### config.mk
export PLATFORM = sky130hd
export DESIGN_NAME = conv_rslt_pool
export DESIGN_NICKNAME = d
export VERILOG_FILES = /design/src/rtl/conv_rslt_pool_pkg.sv /design/src/rtl/conv_rslt_pool_requant.sv /design/src/rtl/conv_rslt_pool.sv
export SDC_FILE = /design/constraint.sdc
export NUM_CORES = 1
export LEC_CHECK = 0
export ABC_AREA = 1
export ABC_CLOCK_PERIOD_IN_PS = 2800
export CORE_ASPECT_RATIO = 0.9
export CORE_MARGIN = 10
export CORE_UTILIZATION = 55
export DETAILED_ROUTE_END_ITERATION = 8
export PLACE_DENSITY = 0.79
export SLEW_MARGIN = 30
export SYNTH_ARGS = -nofsm -noshare
export SYNTH_HDL_FRONTEND = slang
export SYNTH_HIERARCHICAL = 1
export SYNTH_SLANG_ARGS = --single-unit
### constraint.sdc
create_clock -name clk -period 2.8 [get_ports clk]
set_input_delay 0.28 -clock clk [delete_from_list [all_inputs] [get_ports clk]]
set_output_delay 0.28 -clock clk [all_outputs]
set_load 0.01 [all_outputs]
### src/rtl/conv_rslt_pool_pkg.sv
`default_nettype none
// +----------------------------------------------------------------------+
// | Module  : conv_rslt_pool_pkg                                         |
// | Brief   : Shared widths, FSM encodings and saturating clamp helper   |
// |           for the convolution result / pooling stage.                |
// | Revision: 1.0  initial release                                       |
// +----------------------------------------------------------------------+
package conv_rslt_pool_pkg;

  localparam int c_ACC_WIDTH  = 20;
  localparam int c_DATA_WIDTH = 8;

  typedef enum logic [1:0] {
    IDLE  = 2'd0,
    RUN   = 2'd1,
    DRAIN = 2'd2
  } state_t;

  // Clamp a shifted accumulator into the signed result range.
  // Returns {overflow, clamped_value}.
  function automatic logic [c_DATA_WIDTH:0] sat_clamp(
    input logic signed [c_ACC_WIDTH-1:0] v
  );
    logic signed [c_ACC_WIDTH-1:0] lim_hi;
    logic signed [c_ACC_WIDTH-1:0] lim_lo;
    lim_hi = c_ACC_WIDTH'((1 << (c_DATA_WIDTH - 1)) - 1);
    lim_lo = ~lim_hi;
    if (v > lim_hi) begin
      sat_clamp = {1'b1, lim_hi[c_DATA_WIDTH-1:0]};
    end else if (v < lim_lo) begin
      sat_clamp = {1'b1, lim_lo[c_DATA_WIDTH-1:0]};
    end else begin
      sat_clamp = {1'b0, v[c_DATA_WIDTH-1:0]};
    end
  endfunction

endpackage
`default_nettype wire

### src/rtl/conv_rslt_pool_requant.sv
`default_nettype none
// +----------------------------------------------------------------------+
// | Module  : rslt_requant                                               |
// | Brief   : Arithmetic right shift + saturation of the accumulator,    |
// |           one registered stage.                                      |
// | Revision: 1.0  initial release                                       |
// +----------------------------------------------------------------------+
module rslt_requant
  import conv_rslt_pool_pkg::*;
#(
  parameter int ACC_WIDTH   = c_ACC_WIDTH,
  parameter int DATA_WIDTH  = c_DATA_WIDTH,
  parameter int SHIFT_WIDTH = 5
) (
  input  logic                   clk,
  input  logic                   reset,
  input  logic                   i_valid,
  input  logic [ACC_WIDTH-1:0]   i_acc,
  input  logic [SHIFT_WIDTH-1:0] i_shift,
  output logic                   o_valid,
  output logic [DATA_WIDTH-1:0]  o_data,
  output logic                   o_ovf
);

  logic signed [ACC_WIDTH-1:0] w_shifted;
  logic [DATA_WIDTH:0]         w_clamp;

  assign w_shifted = $signed(i_acc) >>> i_shift;
  assign w_clamp   = sat_clamp(w_shifted);

  // Register the clamped value; data only moves on a valid sample.
  always_ff @(posedge clk or posedge reset) begin
    if (reset) begin
      o_valid <= 1'b0;
      o_data  <= '0;
      o_ovf   <= 1'b0;
    end else begin
      o_valid <= i_valid;
      o_ovf   <= i_valid & w_clamp[DATA_WIDTH];
      if (i_valid) begin
        o_data <= w_clamp[DATA_WIDTH-1:0];
      end
    end
  end

endmodule
`default_nettype wire

### src/rtl/conv_rslt_pool.sv
`default_nettype none
// +----------------------------------------------------------------------+
// | Module  : conv_rslt_pool                                             |
// | Brief   : Requantise accumulator stream, optional ReLU and 1x2       |
// |           maxpool, generate result-BRAM writes and row markers.      |
// | Revision: 1.0  initial release                                       |
// +----------------------------------------------------------------------+
module conv_rslt_pool
  import conv_rslt_pool_pkg::*;
#(
  parameter int ACC_WIDTH   = c_ACC_WIDTH,
  parameter int DATA_WIDTH  = c_DATA_WIDTH,
  parameter int COL_WIDTH   = 8,
  parameter int SHIFT_WIDTH = 5
) (
  input  logic                   clk,
  input  logic                   reset,
  input  logic                   start,
  input  logic                   acc_valid,
  input  logic [ACC_WIDTH-1:0]   acc_data,
  input  logic [SHIFT_WIDTH-1:0] shift,
  input  logic                   relu_en,
  input  logic                   pool_en,
  input  logic [COL_WIDTH-1:0]   result_cols,
  output logic                   rslt_we,
  output logic [DATA_WIDTH-1:0]  rslt_data,
  output logic                   row_done,
  output logic                   sat_flag,
  output logic                   busy
);

  state_t                        r_state;
  logic                          r_start_d;
  logic                          r_busy;
  logic                          r_drain_cnt;
  logic [SHIFT_WIDTH-1:0]        r_shift;
  logic                          r_relu;
  logic                          r_pool;
  logic [COL_WIDTH-1:0]          r_cols;
  logic [COL_WIDTH-1:0]          r_out_cnt;
  logic                          r_phase;
  logic signed [DATA_WIDTH-1:0]  r_held;
  logic                          r_we;
  logic [DATA_WIDTH-1:0]         r_data;
  logic                          r_row_done;
  logic                          r_sat;

  logic                          w_start_rise;
  logic                          w_launch;
  logic                          w_s1_valid;
  logic [DATA_WIDTH-1:0]         w_s1_data;
  logic                          w_s1_ovf;
  logic signed [DATA_WIDTH-1:0]  w_s2;
  logic                          w_do_write;
  logic                          w_hold;
  logic signed [DATA_WIDTH-1:0]  w_wr_val;

  assign w_start_rise = start & ~r_start_d;
  assign w_launch     = w_start_rise && (r_state == IDLE);

  rslt_requant #(
    .ACC_WIDTH   (ACC_WIDTH),
    .DATA_WIDTH  (DATA_WIDTH),
    .SHIFT_WIDTH (SHIFT_WIDTH)
  ) u_requant (
    .clk     (clk),
    .reset   (reset),
    .i_valid (acc_valid && (r_state == RUN)),
    .i_acc   (acc_data),
    .i_shift (r_shift),
    .o_valid (w_s1_valid),
    .o_data  (w_s1_data),
    .o_ovf   (w_s1_ovf)
  );

  // ReLU on the requantised value.
  assign w_s2 = (r_relu && w_s1_data[DATA_WIDTH-1]) ? '0 : $signed(w_s1_data);

  // Pool decision: hold even samples, write max on odd, flush a lone half-pair in DRAIN.
  always_comb begin
    w_do_write = 1'b0;
    w_hold     = 1'b0;
    w_wr_val   = w_s2;
    if (w_s1_valid) begin
      if (!r_pool) begin
        w_do_write = 1'b1;
      end else if (!r_phase) begin
        w_hold = 1'b1;
      end else begin
        w_do_write = 1'b1;
        w_wr_val   = (r_held >= w_s2) ? r_held : w_s2;
      end
    end else if ((r_state == DRAIN) && r_phase) begin
      w_do_write = 1'b1;
      w_wr_val   = r_held;
    end
  end

  // Layer FSM and configuration latch.
  always_ff @(posedge clk or posedge reset) begin
    if (reset) begin
      r_state     <= IDLE;
      r_start_d   <= 1'b0;
      r_busy      <= 1'b0;
      r_drain_cnt <= 1'b0;
      r_shift     <= '0;
      r_relu      <= 1'b0;
      r_pool      <= 1'b0;
      r_cols      <= '0;
    end else begin
      r_start_d <= start;
      case (r_state)
        IDLE: begin
          if (w_start_rise) begin
            r_shift <= shift;
            r_relu  <= relu_en;
            r_pool  <= pool_en;
            r_cols  <= result_cols;
            r_state <= RUN;
            r_busy  <= 1'b1;
          end
        end
        RUN: begin
          if (!start) begin
            r_state     <= DRAIN;
            r_drain_cnt <= 1'b0;
          end
        end
        DRAIN: begin
          // Stay at least two cycles; leave only once nothing is in flight or held.
          if (!r_drain_cnt) begin
            r_drain_cnt <= 1'b1;
          end else if (!w_s1_valid && !r_phase) begin
            r_state <= IDLE;
            r_busy  <= 1'b0;
          end
        end
        default: begin
          r_state <= IDLE;
          r_busy  <= 1'b0;
        end
      endcase
    end
  end

  // Output register, pair holder, column counter and sticky saturation flag.
  always_ff @(posedge clk or posedge reset) begin
    if (reset) begin
      r_we       <= 1'b0;
      r_data     <= '0;
      r_row_done <= 1'b0;
      r_out_cnt  <= '0;
      r_phase    <= 1'b0;
      r_held     <= '0;
      r_sat      <= 1'b0;
    end else begin
      r_we       <= 1'b0;
      r_row_done <= 1'b0;
      if (w_launch) begin
        r_sat     <= 1'b0;
        r_out_cnt <= '0;
        r_phase   <= 1'b0;
      end else begin
        if (w_s1_valid && w_s1_ovf) begin
          r_sat <= 1'b1;
        end
        if (w_hold) begin
          r_held  <= w_s2;
          r_phase <= 1'b1;
        end
        if (w_do_write) begin
          r_we    <= 1'b1;
          r_data  <= w_wr_val;
          r_phase <= 1'b0;
          if (r_out_cnt == r_cols) begin
            r_row_done <= 1'b1;
            r_out_cnt  <= '0;
          end else begin
            r_out_cnt <= r_out_cnt + COL_WIDTH'(1);
          end
        end
      end
    end
  end

  assign rslt_we   = r_we;
  assign rslt_data = r_data;
  assign row_done  = r_row_done;
  assign sat_flag  = r_sat;
  assign busy      = r_busy;

endmodule
`default_nettype wire

==> metrics, run 1 <==
die area=0.0111 mm^2; hold buffers post-CTS=0; clk_skew=4.84 ps; post-layout net count=675; IO Pins=51; fin crit share=84.6%; internal power consumption=2.66 mW; gr busiest metal=met1; CTS tree=built; Fin Setup TNS=0 ps; Final setup viols=0; Cell variety after synth=37; Die Height=101 um; syn nets=627; worst slack, placed=474 ps; cell area after synthesis=0.00401 mm^2; met1 GRT Util=28.6%; later-pin clock latency in the skew report=340 ps; Post-Syn Area per Cell=6.93 um^2; Sw Pwr=2.74 mW; Max Cap Viol=0; Setup CP Type=flip-flop to flip-flop; # resized after CTS=0; number of global-route vias before repair=3,639; RR Startpoint=u_requant/o_data[7]$_DFFE_PP0P_; GP Congestion=0.941; final routed DRC violation total=0; clock buffer count from CTS=9; reg2reg path depth=13; Die W=110 um; cell count after synthesis=579; status=finished clean; gr ovfl total=0; #FFs+latches synth=58; final hold vios=0; slew at the pin with the worst max-slew slack=613 ps; RSZ-0062 raised after global routing=false; first-pass GRT wire length=17,600 um; power per cell area=1150 mW/mm^2; Sequential Power Share=26.6%; Slew Viols, Final=0; Reg clk slew, reported paths=60 ps; Initial Util=56.7%; setup slack, reg-to-reg=430 ps; Final Critical Period=2370 ps; CTS sink count=58; Max clock buf depth=2; CP endpoint kind=flip-flop; met2 Resource Use GR=28.2%; Logic pwr share=61.6%; wirelength, routed=10,500 um; sw frac=50.7%; Max Clk Rate=0.422 GHz; dpl hpwl=8150 um; Via Count=3,873; # port buffers=50; Core Area=0.00708 mm^2; largest net degree at the start of global routing=30; drt wl/cell=14.5 um; via-per-instance ratio=5.36; R2R Path End=rslt_data[5]$_DFFE_PP0P_; Seq/Total Area, Yosys=36.2%; VDD IR max=0.919 mV; total track usage=19.8%; Area growth syn-to-layout=17.0%; H-tree levels=3; Critical Path RT=3010 ps; arrival time worst endpoint=2580 ps; Ys Warns=6; Post-CTS Setup Inserts=0; Tightest Hold Check Type=input port to asynchronous set/reset pin; n_diodes=0; clock share of power=11.8%; Final ANT Viol Nets=0; max_slew headroom=59.0%; met3 Use GR=6.27%; FP Rows=29; clock root buffer=clkbuf_8; 1st-iter DRT viols=239; static leakage=2.30 nW; drt pass-1 iters=5; layout cells sized above 1=8.25%; crit start category=flip-flop; initial antenna violation count=0; worst setup margin=432 ps; worst-path fanout max=9
-- critical path, cell delays in order (launching register included) --
cell and delay (ps):
dfrtp_1 390, nand2_1 190, nand2_1 150, ha_1 320, a21oi_1 150, nor2_1 50, nor2_1 140, nand2_1 80
nand2_1 70, nand3_2 170, nand2_1 280, nand2_1 80, nand3_1 80, a21oi_1 80
-- how the worst max path moves through the flow --
| stage | startpoint | endpoint | slack, ps |
|---|---|---|---|
| after detailed placement | acc_data[19] | u_requant/o_data[3]$_DFFE_PP0P_ | 470 |
| after floorplan | u_requant/o_data[7]$_DFFE_PP0P_ | rslt_data[1]$_DFFE_PP0P_ | 860 |
| after global routing | u_requant/o_data[7]$_DFFE_PP0P_ | rslt_data[5]$_DFFE_PP0P_ | 240 |
| after CTS | u_requant/o_data[7]$_DFFE_PP0P_ | rslt_data[5]$_DFFE_PP0P_ | 470 |
| final | u_requant/o_data[7]$_DFFE_PP0P_ | rslt_data[5]$_DFFE_PP0P_ | 430 |
| after global placement | acc_data[19] | u_requant/o_data[6]$_DFFE_PP0P_ | 500 |
-- placed cells by master, fill, tap and decap left out, types with 3 or more instances in the layout --
cell type	instances
a21oi_1	24
a21oi_2	7
buf_4	8
clkbuf_1	4
clkbuf_8	10
clkdlybuf4s50_1	50
dfrtp_1	58
ha_1	9
inv_1	37
inv_2	7
nand2_1	213
nand2_2	4
nand3_1	74
nor2_1	37
nor2_2	3
nor2_4	4
o21ai_0	31
o21ai_1	11
o22ai_1	4
xor2_1	13
-- synth_stat cells --
cell | instances | area [um^2]
buf_6 | 5 | 56.3
nand3b_1 | 1 | 7.51
nand3_2 | 1 | 10.0
nor2_2 | 3 | 18.8
nor3_1 | 2 | 10.0
clkbuf_1 | 2 | 7.51
clkinv_1 | 1 | 3.75
nor4_1 | 2 | 12.5
nand2_4 | 2 | 22.5
inv_1 | 38 | 143
nor2_4 | 4 | 45.0
o211ai_1 | 2 | 15.0
o21ai_1 | 11 | 55.1
nand2_8 | 1 | 20.0
nand4_1 | 1 | 6.26
nand4_4 | 1 | 21.3
or2_2 | 1 | 6.26
o22ai_1 | 4 | 25.0
nand2_2 | 4 | 25.0
nor2_8 | 1 | 20.0
o311ai_0 | 1 | 8.76
inv_2 | 6 | 22.5
buf_2 | 9 | 45.0
a21oi_2 | 7 | 61.3
mux2i_1 | 2 | 20.0
o21ai_2 | 1 | 8.76
nand3_1 | 74 | 370
dfrtp_1 | 58 | 1450
ha_1 | 9 | 113
inv_4 | 1 | 6.26
xor2_1 | 13 | 114
a21oi_1 | 24 | 120
nor2_1 | 37 | 139
buf_4 | 5 | 37.5
o21ai_0 | 31 | 155
xnor2_1 | 1 | 8.76
nand2_1 | 213 | 800
-- per-layer routing --
layer,share of wire (%),up-vias
met5,0,-
met4,0.63,0
met3,7.7,7
met2,44,127
met1,47,1768
li1,-,1971
-- logic make-up (layout without fill, tap and decap cells) --
logic type	after synthesis	count (layout)	share of synthesized area [%]
DFF	58	58	36.2
and+or+nand+nor	348	348	38.2
adders and majority gates	9	9	2.81
muxes	2	2	0.499
buffers and inverters	67	118	8.02
AOI/OAI and AO/OA	81	81	11.2
xor gates and xnor gates	14	14	3.06
-- power groups by stage --
stage | clock [mW] | sequential (mW) | combinational (mW)
global route | 0.697 | 1.49 | 3.76
finish | 0.635 | 1.44 | 3.33
CTS | 0.655 | 1.44 | 3.30
detailed placement | 0 | 1.45 | 3.28
floorplan | 0 | 1.43 | 2.45
global placement | 0 | 1.44 | 3.20
-- final cells by class --
cell class                 instances  area [um^2]
fill                             641         2380
multi-input combinational        454         2240
sequential                        58         1450
timing repair buffer              58          561
inverter                          46          175
clock buffer                      14          153
tap                               93          116
-- through the flow --
stage | cells | utilization (%) | total power [mW] | hold WS, ps | area, um^2
floorplan | 579 | - | 3.88 | 120 | 4010
global placement | 709 | 64.2 | 4.64 | 477 | 4540
detailed placement | 709 | 64.2 | 4.72 | 479 | 4540
CTS | 723 | 66.3 | 5.39 | 292 | 4690
global route | 723 | 66.3 | 5.95 | 305 | 4690
finish | 723 | 66.3 | 5.40 | 288 | 4690
-- sequential cells by signal, summed over array words and instances (netlist names), 2 cells and up --
signal	cells
r_held	8
r_out_cnt	8
r_shift	5
u_requant/o_data	8
r_state	2
r_cols	8
rslt_data	8
(Power assumes the default switching activity.)
==> inputs of run 2 (changes only) <==
--- a/config.mk
+++ b/config.mk
@@ -6,7 +6,7 @@
 export NUM_CORES = 1
 export LEC_CHECK = 0
 export ABC_AREA = 1
-export ABC_CLOCK_PERIOD_IN_PS = 2800
+export ABC_CLOCK_PERIOD_IN_PS = 2250
 export CORE_ASPECT_RATIO = 0.9
 export CORE_MARGIN = 10
 export CORE_UTILIZATION = 55
==> constraint.sdc (replaced) <==
create_clock -name clk -period 2.25 [get_ports clk]
set_input_delay 0.225 -clock clk [delete_from_list [all_inputs] [get_ports clk]]
set_output_delay 0.225 -clock clk [all_outputs]
set_load 0.01 [all_outputs]
==> run 2 against run 1 <==
Total power up 34%. Cell count increased by 0.83%. Global-route usage is 0.42 points higher. Largest power group unchanged. Non-clock buffer count is 5 higher. Combinational power up 27%. Sequential power up 26%.
==> metrics, run 2 (synthesis gave the netlist of run 1 again) <==
drt wl/cell=14.8 um; IO Pins=51; 1st-iter DRT viols=345; hold buffers post-CTS=0; Die Height=101 um; VDD IR max=0.986 mV; Setup CP Type=flip-flop to flip-flop; CTS sink count=58; Final ANT Viol Nets=0; fin crit share=92.0%; drt pass-1 iters=7; Initial Util=56.7%; CTS tree=built; Core Area=0.00708 mm^2; Logic pwr share=58.4%; slowest CP cell=dfrtp_2; final hold vios=0; largest net degree at the start of global routing=22; placed cell area=0.00458 mm^2; max_slew headroom=64.1%; Fin Setup TNS=0 ps; status=finished clean; dpl hpwl=8220 um; Sw Pwr=3.52 mW; static leakage=2.37 nW; Critical Path RT=2520 ps; power consumption=7.24 mW; Die W=110 um; # resized after CTS=0; clock buffer count from CTS=9; family with the most delay on the worst path=simple AND/OR/NAND/NOR gates; FP Rows=29; Filler cells=607; layout cells sized above 1=11.0%; Max clock buf depth=2; die area=0.0111 mm^2; RSZ-0062 raised after global routing=false; gr ovfl total=0; CP bufs+invs=1; clock share of power=16.4%; arrival time worst endpoint=2340 ps; clk_skew=12.3 ps; highest cell delay on the worst timing path=440 ps; slew at the pin with the worst max-slew slack=531 ps; critical path, cell by cell=nand2_4 > nand2_2 > ha_1 > a21oi_1 > nor2_1 > nor2_1 > nand2_1 > nand2_1 > nand3_2 > buf_4 > nand3_1 > nand3_1 > a21oi_1; crit start category=flip-flop; n_diodes=0; later-pin clock latency in the skew report=350 ps; first-pass GRT wire length=18,000 um; Reg clk slew, reported paths=70 ps; wirelength, routed=10,800 um; final instance area=0.00484 mm^2; Area growth syn-to-layout=20.8%; worst-path fanout max=8; Max Clk Rate=0.483 GHz; Sequential Power Share=25.2%; clock root buffer=clkbuf_8; Slew Viols, Final=0; H-tree levels=3; Post-CTS Setup Inserts=0; GP Congestion=0.928; post-layout net count=680; Final setup viols=0; number of global-route vias before repair=3,751; final routed DRC violation total=0; most frequent cells in the layout=208 x nand2_1, 74 x nand3_1, 57 x dfrtp_1; Max Cap Viol=0; Via Count=3,961; commonest non-fill, non-tap cell in the layout=nand2_1; Tightest Hold Check Type=input port to asynchronous set/reset pin; CP endpoint kind=flip-flop; Final Critical Period=2070 ps; sw frac=48.6%; via-per-instance ratio=5.43; # port buffers=50; internal power consumption=3.72 mW; initial antenna violation count=0; total track usage=20.2%; power per cell area=1490 mW/mm^2
## run 2: cell types whose count changed in the layout (fill, tap and decap cells not counted), sizes merged
cell / change
clkinv: +1
buf: +5
clkbuf: -4
clkinvlp: +1
bufinv: +3
## run 2: worst paths after layout
check / from / end / slack (ps) / cells past startpoint
max: u_requant/o_data[7]$_DFFE_PP0P_ / rslt_data[4]$_DFFE_PP0P_ / 180 / 13
min: reset / u_requant/o_data[0]$_DFFE_PP0P_ / 220 / 2
max reg2reg: u_requant/o_data[7]$_DFFE_PP0P_ / rslt_data[4]$_DFFE_PP0P_ / 180 / 13
min reg2reg: r_cols[1]$_DFFE_PP0P_ / r_cols[1]$_DFFE_PP0P_ / 490 / 2
max in group asynchronous: reset / sat_flag$_DFFE_PP0P_ / 1440 / 3
min in group clk: start / r_start_d$_DFF_PP0_ / 360 / 1
## run 2: final cells by class
class / instances / area [um^2] / area share, %
multi-input combinational: 454 / 2260 / 46.7
tap: 93 / 116 / 2.40
clock inverter: 5 / 103 / 2.12
timing repair buffer: 63 / 598 / 12.3
inverter: 46 / 175 / 3.62
clock buffer: 10 / 138 / 2.84
sequential: 58 / 1450 / 30.0
## run 2: metal layers
metal  global-route usage [%]  vias up  wire [um]
met2                     29.7      154       4920
li1                         -     1976          -
met5                        0        -          0
met1                     27.9     1818       5040
met4                     5.20        0         95
met3                     6.20       13        752
## run 2: metrics by stage
stage | utilization (%) | std cells | hold slack [ps] | setup slack (ps)
floorplan | - | 579 | 65.2 | 306
global placement | 64.7 | 714 | 477 | 152
detailed placement | 64.7 | 714 | 481 | 50.8
CTS | 68.1 | 729 | 224 | 26.7
global route | 68.5 | 729 | 245 | 1.54
finish | 68.5 | 729 | 220 | 179
## run 2: power groups by stage
| stage | clock network (mW) | logic, mW | registers, mW |
|---|---|---|---|
| final | 1.19 | 4.23 | 1.82 |
| after floorplan | 0 | 3.05 | 1.78 |
| after detailed placement | 0 | 4.10 | 1.81 |
| after CTS | 1.20 | 4.13 | 1.80 |
| after global routing | 1.26 | 4.74 | 1.88 |
| after global placement | 0 | 4.01 | 1.80 |
